## src/rtl/uart_banner_echo_ctrl_if.sv

```systemverilog
// RX-to-TX byte path of the banner/echo controller: RX strobe, TX valid/ready, status flags.
// master = controller side, slave = UART RX/TX side.
interface uart_banner_echo_ctrl_if;
  logic       rx_valid;
  logic [7:0] rx_data;
  logic       tx_ready;
  logic       tx_valid;
  logic [7:0] tx_data;
  logic       banner_act;
  logic       rx_ovf;

  modport master (
    input  rx_valid, rx_data, tx_ready,
    output tx_valid, tx_data, banner_act, rx_ovf
  );

  modport slave (
    output rx_valid, rx_data, tx_ready,
    input  tx_valid, tx_data, banner_act, rx_ovf
  );
endinterface

```

## src/rtl/uart_banner_echo_ctrl.sv

```systemverilog
// Echoes RX bytes to TX through a one-entry buffer and sends a ROM banner after IDLE_CYCLES of RX silence.
// Define UART_BANNER_REPEAT_EN to resend the banner after every idle period; otherwise it goes out once per reset.
module uart_banner_echo_ctrl #(
  parameter int MSG_LEN     = 20,
  parameter int IDLE_CYCLES = 262143,
  parameter int CNT_W       = 18
) (
  input  logic                    clk,
  input  logic                    rst,
  uart_banner_echo_ctrl_if.master bus
);

  typedef enum logic [1:0] {S_IDLE, S_ECHO, S_BANNER} state_t;

  localparam logic [CNT_W-1:0] IDLE_MAX = CNT_W'(IDLE_CYCLES);
  localparam logic [4:0]       LAST_IDX = 5'(MSG_LEN - 1);

  state_t           r_state;
  logic [CNT_W-1:0] r_idle_cnt;
  logic [4:0]       r_idx;
  logic [7:0]       r_buf;
  logic             r_buf_vld;
  logic             r_tx_valid;
  logic [7:0]       r_tx_data;
  logic             r_banner_act;
  logic             r_rx_ovf;

  logic w_xfer;
  logic w_drain;
  logic w_abort;
  logic w_ban_en;

  // Positions past the text read as zero padding.
  function automatic logic [7:0] rom_byte(input logic [4:0] i);
    case (i)
      5'd0:    rom_byte = 8'h48;
      5'd1:    rom_byte = 8'h65;
      5'd2:    rom_byte = 8'h6C;
      5'd3:    rom_byte = 8'h6C;
      5'd4:    rom_byte = 8'h6F;
      5'd5:    rom_byte = 8'h20;
      5'd6:    rom_byte = 8'h41;
      5'd7:    rom_byte = 8'h4C;
      5'd8:    rom_byte = 8'h49;
      5'd9:    rom_byte = 8'h4E;
      5'd10:   rom_byte = 8'h58;
      5'd11:   rom_byte = 8'h20;
      5'd12:   rom_byte = 8'h41;
      5'd13:   rom_byte = 8'h4E;
      5'd14:   rom_byte = 8'h33;
      5'd15:   rom_byte = 8'h34;
      5'd16:   rom_byte = 8'h38;
      5'd17:   rom_byte = 8'h35;
      5'd18:   rom_byte = 8'h0A;
      5'd19:   rom_byte = 8'h0D;
      default: rom_byte = 8'h00;
    endcase
  endfunction

  assign w_xfer  = r_tx_valid & bus.tx_ready;
  assign w_drain = (r_state == S_ECHO) & w_xfer;
  assign w_abort = r_buf_vld | bus.rx_valid;

  assign bus.tx_valid   = r_tx_valid;
  assign bus.tx_data    = r_tx_data;
  assign bus.banner_act = r_banner_act;
  assign bus.rx_ovf     = r_rx_ovf;

`ifdef UART_BANNER_REPEAT_EN
  assign w_ban_en = 1'b1;
`else
  logic r_done;

  // Entering BANNER is enough to lock it out: IDLE only looks at this after the banner ends.
  always_ff @(posedge clk or posedge rst) begin
    if (rst)                      r_done <= 1'b0;
    else if (r_state == S_BANNER) r_done <= 1'b1;
  end

  assign w_ban_en = ~r_done;
`endif

  always_ff @(posedge clk or posedge rst) begin
    if (rst) begin
      r_buf     <= 8'h00;
      r_buf_vld <= 1'b0;
      r_rx_ovf  <= 1'b0;
    end else if (bus.rx_valid) begin
      if (!r_buf_vld || w_drain) begin
        r_buf     <= bus.rx_data;
        r_buf_vld <= 1'b1;
      end else begin
        r_rx_ovf  <= 1'b1;
      end
    end else if (w_drain) begin
      r_buf_vld <= 1'b0;
    end
  end

  always_ff @(posedge clk or posedge rst) begin
    if (rst)                                       r_idle_cnt <= '0;
    else if (bus.rx_valid || (r_state != S_IDLE))  r_idle_cnt <= '0;
    else if (r_idle_cnt != IDLE_MAX)               r_idle_cnt <= r_idle_cnt + CNT_W'(1);
  end

  always_ff @(posedge clk or posedge rst) begin
    if (rst) begin
      r_state      <= S_IDLE;
      r_idx        <= 5'd0;
      r_tx_valid   <= 1'b0;
      r_tx_data    <= 8'h00;
      r_banner_act <= 1'b0;
    end else begin
      case (r_state)
        S_IDLE: begin
          r_tx_valid <= 1'b0;
          if (r_buf_vld) begin
            r_state    <= S_ECHO;
            r_tx_valid <= 1'b1;
            r_tx_data  <= r_buf;
          end else if ((r_idle_cnt == IDLE_MAX) && !bus.rx_valid && w_ban_en) begin
            r_state      <= S_BANNER;
            r_banner_act <= 1'b1;
            r_idx        <= 5'd0;
          end
        end

        // A same-edge RX reload keeps us here; the gap cycle then re-presents the buffer.
        S_ECHO: begin
          if (w_xfer) begin
            r_tx_valid <= 1'b0;
            if (!bus.rx_valid) r_state <= S_IDLE;
          end else if (!r_tx_valid) begin
            if (r_buf_vld) begin
              r_tx_valid <= 1'b1;
              r_tx_data  <= r_buf;
            end else begin
              r_state    <= S_IDLE;
            end
          end
        end

        S_BANNER: begin
          if (r_tx_valid) begin
            if (w_xfer) begin
              r_tx_valid <= 1'b0;
              if (w_abort) begin
                r_state      <= S_ECHO;
                r_banner_act <= 1'b0;
                r_idx        <= 5'd0;
              end else if (r_idx == LAST_IDX) begin
                r_state      <= S_IDLE;
                r_banner_act <= 1'b0;
                r_idx        <= 5'd0;
              end else begin
                r_idx        <= r_idx + 5'd1;
              end
            end
          end else if (w_abort) begin
            r_state      <= S_ECHO;
            r_banner_act <= 1'b0;
            r_idx        <= 5'd0;
          end else begin
            r_tx_valid <= 1'b1;
            r_tx_data  <= rom_byte(r_idx);
          end
        end

        default: begin
          r_state      <= S_IDLE;
          r_tx_valid   <= 1'b0;
          r_banner_act <= 1'b0;
          r_idx        <= 5'd0;
        end
      endcase
    end
  end

endmodule

```

## src/flat_wrapper.sv

```systemverilog
// flat-port wrapper written by rule: the top's interface ports become plain ports
module uart_banner_echo_ctrl_flat 
#(
  parameter int MSG_LEN     = 20,
  parameter int IDLE_CYCLES = 262143,
  parameter int CNT_W       = 18
)
  (clk, rst, bus_rx_valid, bus_rx_data, bus_tx_ready, bus_tx_valid, bus_tx_data, bus_banner_act, bus_rx_ovf);
  uart_banner_echo_ctrl_if bus_i ();
  input  logic clk;
  input  logic rst;
  input wire logic [$bits(bus_i.rx_valid)-1:0] bus_rx_valid;
  input wire logic [$bits(bus_i.rx_data)-1:0] bus_rx_data;
  input wire logic [$bits(bus_i.tx_ready)-1:0] bus_tx_ready;
  output wire logic [$bits(bus_i.tx_valid)-1:0] bus_tx_valid;
  output wire logic [$bits(bus_i.tx_data)-1:0] bus_tx_data;
  output wire logic [$bits(bus_i.banner_act)-1:0] bus_banner_act;
  output wire logic [$bits(bus_i.rx_ovf)-1:0] bus_rx_ovf;
  assign bus_i.rx_valid = bus_rx_valid;
  assign bus_i.rx_data = bus_rx_data;
  assign bus_i.tx_ready = bus_tx_ready;
  assign bus_tx_valid = bus_i.tx_valid;
  assign bus_tx_data = bus_i.tx_data;
  assign bus_banner_act = bus_i.banner_act;
  assign bus_rx_ovf = bus_i.rx_ovf;
  uart_banner_echo_ctrl #(.MSG_LEN(MSG_LEN), .IDLE_CYCLES(IDLE_CYCLES), .CNT_W(CNT_W)) u_core (.clk(clk), .rst(rst), .bus(bus_i));
endmodule
```

## config.mk

```make
export PLATFORM = sky130hd
export DESIGN_NAME = uart_banner_echo_ctrl_flat
export DESIGN_NICKNAME = d
export VERILOG_FILES = /design/src/rtl/uart_banner_echo_ctrl_if.sv /design/src/rtl/uart_banner_echo_ctrl.sv /design/src/flat_wrapper.sv
export SDC_FILE = /design/constraint.sdc
export NUM_CORES = 1
export LEC_CHECK = 0
export ABC_CLOCK_PERIOD_IN_PS = 1700
export BUFFER_PORTS_ARGS = -buffer_cell sky130_fd_sc_hd__buf_2
export CELL_PAD_IN_SITES_DETAIL_PLACEMENT = 2
export CELL_PAD_IN_SITES_GLOBAL_PLACEMENT = 2
export CORE_ASPECT_RATIO = 1.25
export CORE_MARGIN = 2
export CORE_UTILIZATION = 34
export CTS_CLUSTER_DIAMETER = 80
export CTS_CLUSTER_SIZE = 20
export DETAILED_ROUTE_END_ITERATION = 6
export PLACE_DENSITY = 0.78
export SLEW_MARGIN = 10
export SYNTH_ARGS = -nofsm -noshare
export SYNTH_HDL_FRONTEND = slang
export SYNTH_SLANG_ARGS = --single-unit
```

## constraint.sdc

```tcl
create_clock -name clk -period 1.7 [get_ports clk]
set_input_delay 0 -clock clk [delete_from_list [all_inputs] [get_ports clk]]
set_output_delay 0 -clock clk [all_outputs]
set_load 0.02 [all_outputs]
```

# After elaboration in Yosys (flattened, before gate mapping)
# Memory sizes are Yosys's and may differ from the RTL's.
# Cells that the tools add are included.
[word_totals]
reg_bits = 46
latch_bits = 0
ramBits = 0
romBits = 224
in_bits = 12
memories = 1
[classes]
add_sub_neg = 2
mul = 0
div_mod_pow = 0
n_lt_le_gt_ge = 0
n_eq_ne = 19
shift = 0
muxes = 46
n_bitwise = 6
reduce_logical = 18
[mem_list]
columns = ["name", "depth", "word_bits", "rd", "rd_ports_with_merged_regs", "wr", "line_no", "rtl"]
rows = [
  ["(no name shown)", 32, 7, 1, 0, 0, "uart_banner_echo_ctrl.sv:35", "case (i)"],
]
[ops]
columns = ["cell", "n"]
rows = [
  ["$mux W8", 5],
  ["$mux W18", 2],
  ["$mux W5", 7],
  ["$pmux W8 S3", 1],
  ["$mux W2", 11],
  ["$add A18 B1 Y18 const B", 1],
  ["$eq A18 B18 Y1 const B", 1],
  ["$ne A18 B18 Y1 const B", 1],
  ["$mux W1", 16],
  ["$pmux W5 S3", 1],
  ["$ne A3 B3 Y1 const B", 4],
  ["$ne A2 B2 Y1 const B", 5],
  ["$reduce_and A5 Y1", 2],
  ["$reduce_and A7 Y1", 1],
  ["$ne A3 B1 Y1 const B", 2],
  ["$pmux W1 S3", 2],
  ["$pmux W2 S3", 1],
  ["$reduce_and A2 Y1", 3],
  ["$reduce_and A6 Y1", 1],
  ["$reduce_bool A2 Y1", 3],
  ["$add A5 B1 Y5 const B", 1],
  ["$eq A5 B5 Y1 const B", 1],
  ["$ne A2 B1 Y1 const B", 2],
  ["$ne A4 B4 Y1 const B", 1],
  ["other kinds (10)", 16],
]

# Depth between registers and ports, before layout
[depth]
ltp_word = 6
mapped_depth = 6
mapped_depth_nobuf = 6

# Least setup slack after synthesis
# Ideal clock, no wire load.
[synth_timing]
path_type = "register to register"
startpoint = "register u_core.r_idle_cnt[8]"
endpoint = "register u_core.r_idx[1]"
setup_time_ns = 0.125
arrival_ns = 1.539
required_time_ns = 1.575
setup_slack_ns = 0.036
stages_incl_launch_ff = 6
path_cell_list = "dfrtp_1 > nand4_4 > or3_1 > buf_6 > o22ai_4 > mux2_4"
[synth_via]
elab_chain_cells = 5
[synth_rtl]
columns = ["item", "line_no", "rtl"]
rows = [
  ["from (decl)", "uart_banner_echo_ctrl.sv:19", "logic [CNT_W-1:0] r_idle_cnt;"],
  ["from (signal assigned)", "uart_banner_echo_ctrl.sv:103", "else if (r_idle_cnt != IDLE_MAX) r_idle_cnt <= r_idle_cnt + CNT_W'(1);"],
  ["$eq A18 B18 Y1", "uart_banner_echo_ctrl.sv:121", "end else if ((r_idle_cnt == IDLE_MAX) && !bus.rx_valid && w_ban_en) begin"],
  ["$logic_and A1 B1 Y1 (2 in a row)", "uart_banner_echo_ctrl.sv:121", ""],
  ["$ne A2 B1 Y1 (no line)", "--", ""],
  ["$reduce_and A5 Y1 (no line)", "--", ""],
  ["to (signal assigned)", "uart_banner_echo_ctrl.sv:156", "r_idx <= r_idx + 5'd1;"],
  ["to (decl)", "uart_banner_echo_ctrl.sv:20", "logic [4:0] r_idx;"],
]
# No other way between the ends.
# A chain may end at the register's enable or synchronous reset.

# Worst setup path in the final report
[layout_timing]
startpoint = "register u_core.r_idx[0]"
endpoint = "register u_core.r_tx_data[2], in the netlist u_core.bus.tx_data[2]"
[layout_via]
elab_chain_cells = 4
[layout_rtl]
columns = ["item", "line_no", "rtl"]
rows = [
  ["$mem_v2 Z32 W7", "--", ""],
  ["$mux W8", "uart_banner_echo_ctrl.sv:159", "end else if (w_abort) begin"],
  ["$mux W8", "uart_banner_echo_ctrl.sv:144", "if (r_tx_valid) begin"],
  ["$pmux W8 S3", "uart_banner_echo_ctrl.sv:114", "case (r_state)"],
  ["to (signal assigned)", "uart_banner_echo_ctrl.sv:120", "r_tx_data <= r_buf;"],
  ["to (signal assigned)", "uart_banner_echo_ctrl.sv:136", "r_tx_data <= r_buf;"],
  ["to (signal assigned)", "uart_banner_echo_ctrl.sv:165", "r_tx_data <= rom_byte(r_idx);"],
  ["to (decl)", "uart_banner_echo_ctrl.sv:24", "logic [7:0] r_tx_data;"],
]
# No other way between the ends. The select of a mux whose other input is x is not followed.

==> results.cfg <==
[sta]
fin_crit_ns = 1.683
rsz0062_at_grt = true
final-max-slew-violation-count = 0
max_freq_mhz = 594.1
slew_headroom_pct = 69.21
setup_viol = 0
hold_violations = 0
worst_slack_ns = 0.01675
finalCritPeriodShare_pct = 99.01
worstMarginPinSlew_ns = 0.4612
skew_ns = 0.006200

[layout]
final_cells = 465
final_area_sq_mm = 0.003679
finalNetCount = 388
nFillCells = 856
area_growth_pct = 34.74
drive_above_1_share_pct = 37.57
diodes = 0

[die]
row_count = 36
core_area_sq_mm = 0.007792
dieArea_sq_mm = 0.008767
die_w_microns = 84.15
ios = 23
start_util_pct = 35.04
die_h_microns = 104.2

[synth]
synthXorXnorAreaFrac_pct = 0.3208
syn_nets = 310
synth_fa_ha_area_share_pct = 3.208
synth_top_family_by_area = simple AND/OR/NAND/NOR gates
synth-warning-count = 0
synth_cells = 291
synth_simple_gate_area_share_pct = 23.65
syn_area_sq_mm = 0.002730
synth-seq-cells = 46
ys_types = 58
synth_compound_area_share_pct = 19.94
synthMuxAreaShare_pct = 6.462
synth-edff-count = 0
synth-seq-area-share_pct = 42.16
async_flop_share_pct = 100.0
syn_avg_cell_area_sq_um = 9.382
synth_ff_type = dfrtp_1

[global_route]
grt_busiest_layer = met2
grt_max_degree = 28
grt_usage_pct = 21.96
globalRouteMet3Util_pct = 2.778
gr-usage-met1_pct = 25.95
use_met2_pct = 41.10
antenna_found_initial = 0
grt_pass1_vias = 2984
grt_pass1_wl_mm = 15.45
grt.overflow.total = 0

[routing]
first_pass_iters = 4
route.detailed.drc = 0
viasPerCell = 5.748
antenna_left = 0
drt-initial-drc-count = 57
routed_wl_mm = 9.773
wire_per_inst_microns = 21.02
via_count = 2673

[place]
dp_worst_setup_slack_ns = -0.006173
place_hpwl_mm = 6.458
gp_congestion = 0.8998
dp.cells = 441
numPortBuffers = 22
post_dp_cell_area_sq_mm = 0.003289

[status]
status = completed

[clocking]
cts.sinks = 46
clockBufferDepth = 2
cts_tree = built
clk_latency_ns = 0.31
cts_inserted_buffers = 5
clkSlewWorstSetupHoldPaths_ns = 0.10
cts-htree-levels = 2
cts_root_buf = clkbuf_8

[worst_setup_path]
crit_required_ns = 1.93
cp.arrival_ns = 1.92
path_max_fanout = 4
path_class = register to register
cp-end-kind = register
critPathLaunchType = register
critPathBufInv = 2
cp_cell_sequence = inv_2 > ha_1 > nor2b_1 > o32ai_1 > a221oi_1 > buf_4 > o31ai_4
max_stage_delay_ns = 0.42
slowest_stage = dfrtp_2
critical_path.top_delay_family = compound AO/OA/AOI/OAI gates

[pwr]
power_density_mw_per_mm2 = 1009
leakage_uw = 0.001529
irDropWorstVdd_mv = 0.7383

[min_path]
hold_path.class = primary input to register

[run]
cap_violations = 0
## cell type report
type / instances / area [sq um] / area share (%)
Clock inverter: 3 / 40.04 / 1.088
Clock buffer: 5 / 68.82 / 1.871
Timing Repair Buffer: 87 / 673.1 / 18.30
Sequential cell: 46 / 1161 / 31.56
Inverter: 11 / 41.29 / 1.122
Tap cell: 95 / 118.9 / 3.231
Multi-Input combinational cell: 218 / 1575 / 42.82
## tightest hold or removal path, cell delays in order
cell,delay (ns)
buf_2,0.14
nand3b_1,0.13
a31oi_1,0.09
## state kept, by name, summed over array words and instances, names as in the netlist
name / count
u_core.bus.banner_act: 1
u_core.bus.rx_ovf: 1
u_core.bus.tx_data: 8
u_core.bus.tx_valid: 1
u_core.r_buf: 8
u_core.r_buf_vld: 1
u_core.r_done: 1
u_core.r_idle_cnt: 18
u_core.r_idx: 5
u_core.r_state: 2
## kinds of logic (layout without fill, tap and decap cells)
family / Yosys count / after routing
DFF: 46 / 46
AOI/OAI and AO/OA: 79 / 79
xor gates and xnor gates: 1 / 1
buffers and inverters: 27 / 106
adders and majority gates: 7 / 7
and+or+nand+nor: 115 / 115
muxes: 16 / 16
## cells in the mapped netlist, drive strengths merged, types with 2 or more instances
| cell | instances | area share [%] |
|---|---|---|
| o311ai | 2 | 0.64 |
| or4 | 3 | 0.82 |
| dfrtp | 46 | 42 |
| and2 | 3 | 0.69 |
| mux2 | 10 | 4.3 |
| nor3 | 9 | 1.8 |
| a211oi | 3 | 0.82 |
| nand3b | 5 | 1.4 |
| o31ai | 7 | 1.9 |
| nand3 | 10 | 1.8 |
| nor2b | 5 | 1.1 |
| inv | 11 | 1.5 |
| o211ai | 2 | 0.55 |
| o41ai | 2 | 0.64 |
| or2 | 2 | 0.46 |
| o21ai | 15 | 2.7 |
| o2111ai | 3 | 0.96 |
| nand2 | 25 | 3.4 |
| a22o | 2 | 0.64 |
| ha | 7 | 3.2 |
| mux2i | 6 | 2.2 |
| nor2 | 17 | 2.3 |
| nand2b | 14 | 3.2 |
| and4 | 5 | 1.6 |
| a31oi | 8 | 1.8 |
| o221ai | 3 | 0.96 |
| nand4 | 5 | 1.7 |
| buf | 9 | 1.8 |
| clkbuf | 7 | 0.96 |
| o22ai | 3 | 1.2 |
| a21oi | 18 | 3.3 |
| nor4 | 4 | 0.92 |
| or3 | 4 | 0.96 |
## placed cells by master (no fill, tap or decap), drive strengths merged, types with 2 or more instances in the layout
cell type,netlist,final
buf,9,78
dfrtp,46,46
nand2,25,25
a21oi,18,18
nor2,17,17
o21ai,15,15
nand2b,14,14
inv,11,11
nand3,10,10
mux2,10,10
dlygate4sd3,0,9
nor3,9,9
a31oi,8,8
o31ai,7,7
ha,7,7
mux2i,6,6
nand3b,5,5
clkbuf,7,5
nand4,5,5
nor2b,5,5
and4,5,5
or3,4,4
nor4,4,4
and2,3,3
a211oi,3,3
o221ai,3,3
or4,3,3
o2111ai,3,3
o22ai,3,3
o41ai,2,2
o211ai,2,2
a22o,2,2
clkinv,0,2
o311ai,2,2
or2,2,2
## worst paths after layout
path | from | end | slack (ns) | cells after the start
setup / recovery | u_core.r_idx[0] | u_core.bus.tx_data[2] | 0.02 | 7
max in group asynchronous | rst | u_core.r_state[0] | 0.94 | 4
setup reg to reg | u_core.r_idx[0] | u_core.bus.tx_data[2] | 0.02 | 7
min in group asynchronous | rst | u_core.r_buf[3] | 0.24 | 3
hold / removal | bus_tx_ready | u_core.bus.tx_valid | 0.08 | 3
hold reg to reg | u_core.bus.rx_ovf | u_core.bus.rx_ovf | 0.48 | 1
## report_power, final
part | internal [uW] | leakage (uW) | switching [uW]
sequential | 1340 | 0.000573 | 188
combinational | 633 | 0.000898 | 697
clock | 434 | 0.0000579 | 424
## per-stage QoR
stage / power (uW) / util [%] / hold slack, ns / setup TNS, ns
3_3_place_gp: 2678 / 42.21 / 0.03852 / 0
2_1_floorplan: 2250 / - / 0.1516 / 0
4_1_cts: 3661 / 45.18 / 0.06357 / -0.002227
3_5_place_dp: 2758 / 42.21 / 0.03789 / -0.008628
6_report: 3711 / 47.21 / 0.08007 / 0
5_1_grt: 3914 / 47.21 / 0.08096 / -0.3520
## metal layers
metal / up-vias / part of all wire (%)
met5: - / 0
met4: 0 / 1.7
met3: 13 / 1.7
met2: 31 / 55
met1: 1393 / 41
li1: 1236 / -
## repair_timing
item,in CTS,in global routing
setup endpoints to repair,14,34
hold buffers,9,0
resized for setup,11,33
hold endpoints to repair,27,0
pin swaps,2,8
gates cloned,0,0
buffers inserted,0,7
Note: power is estimated with default switching activity, not from simulation.
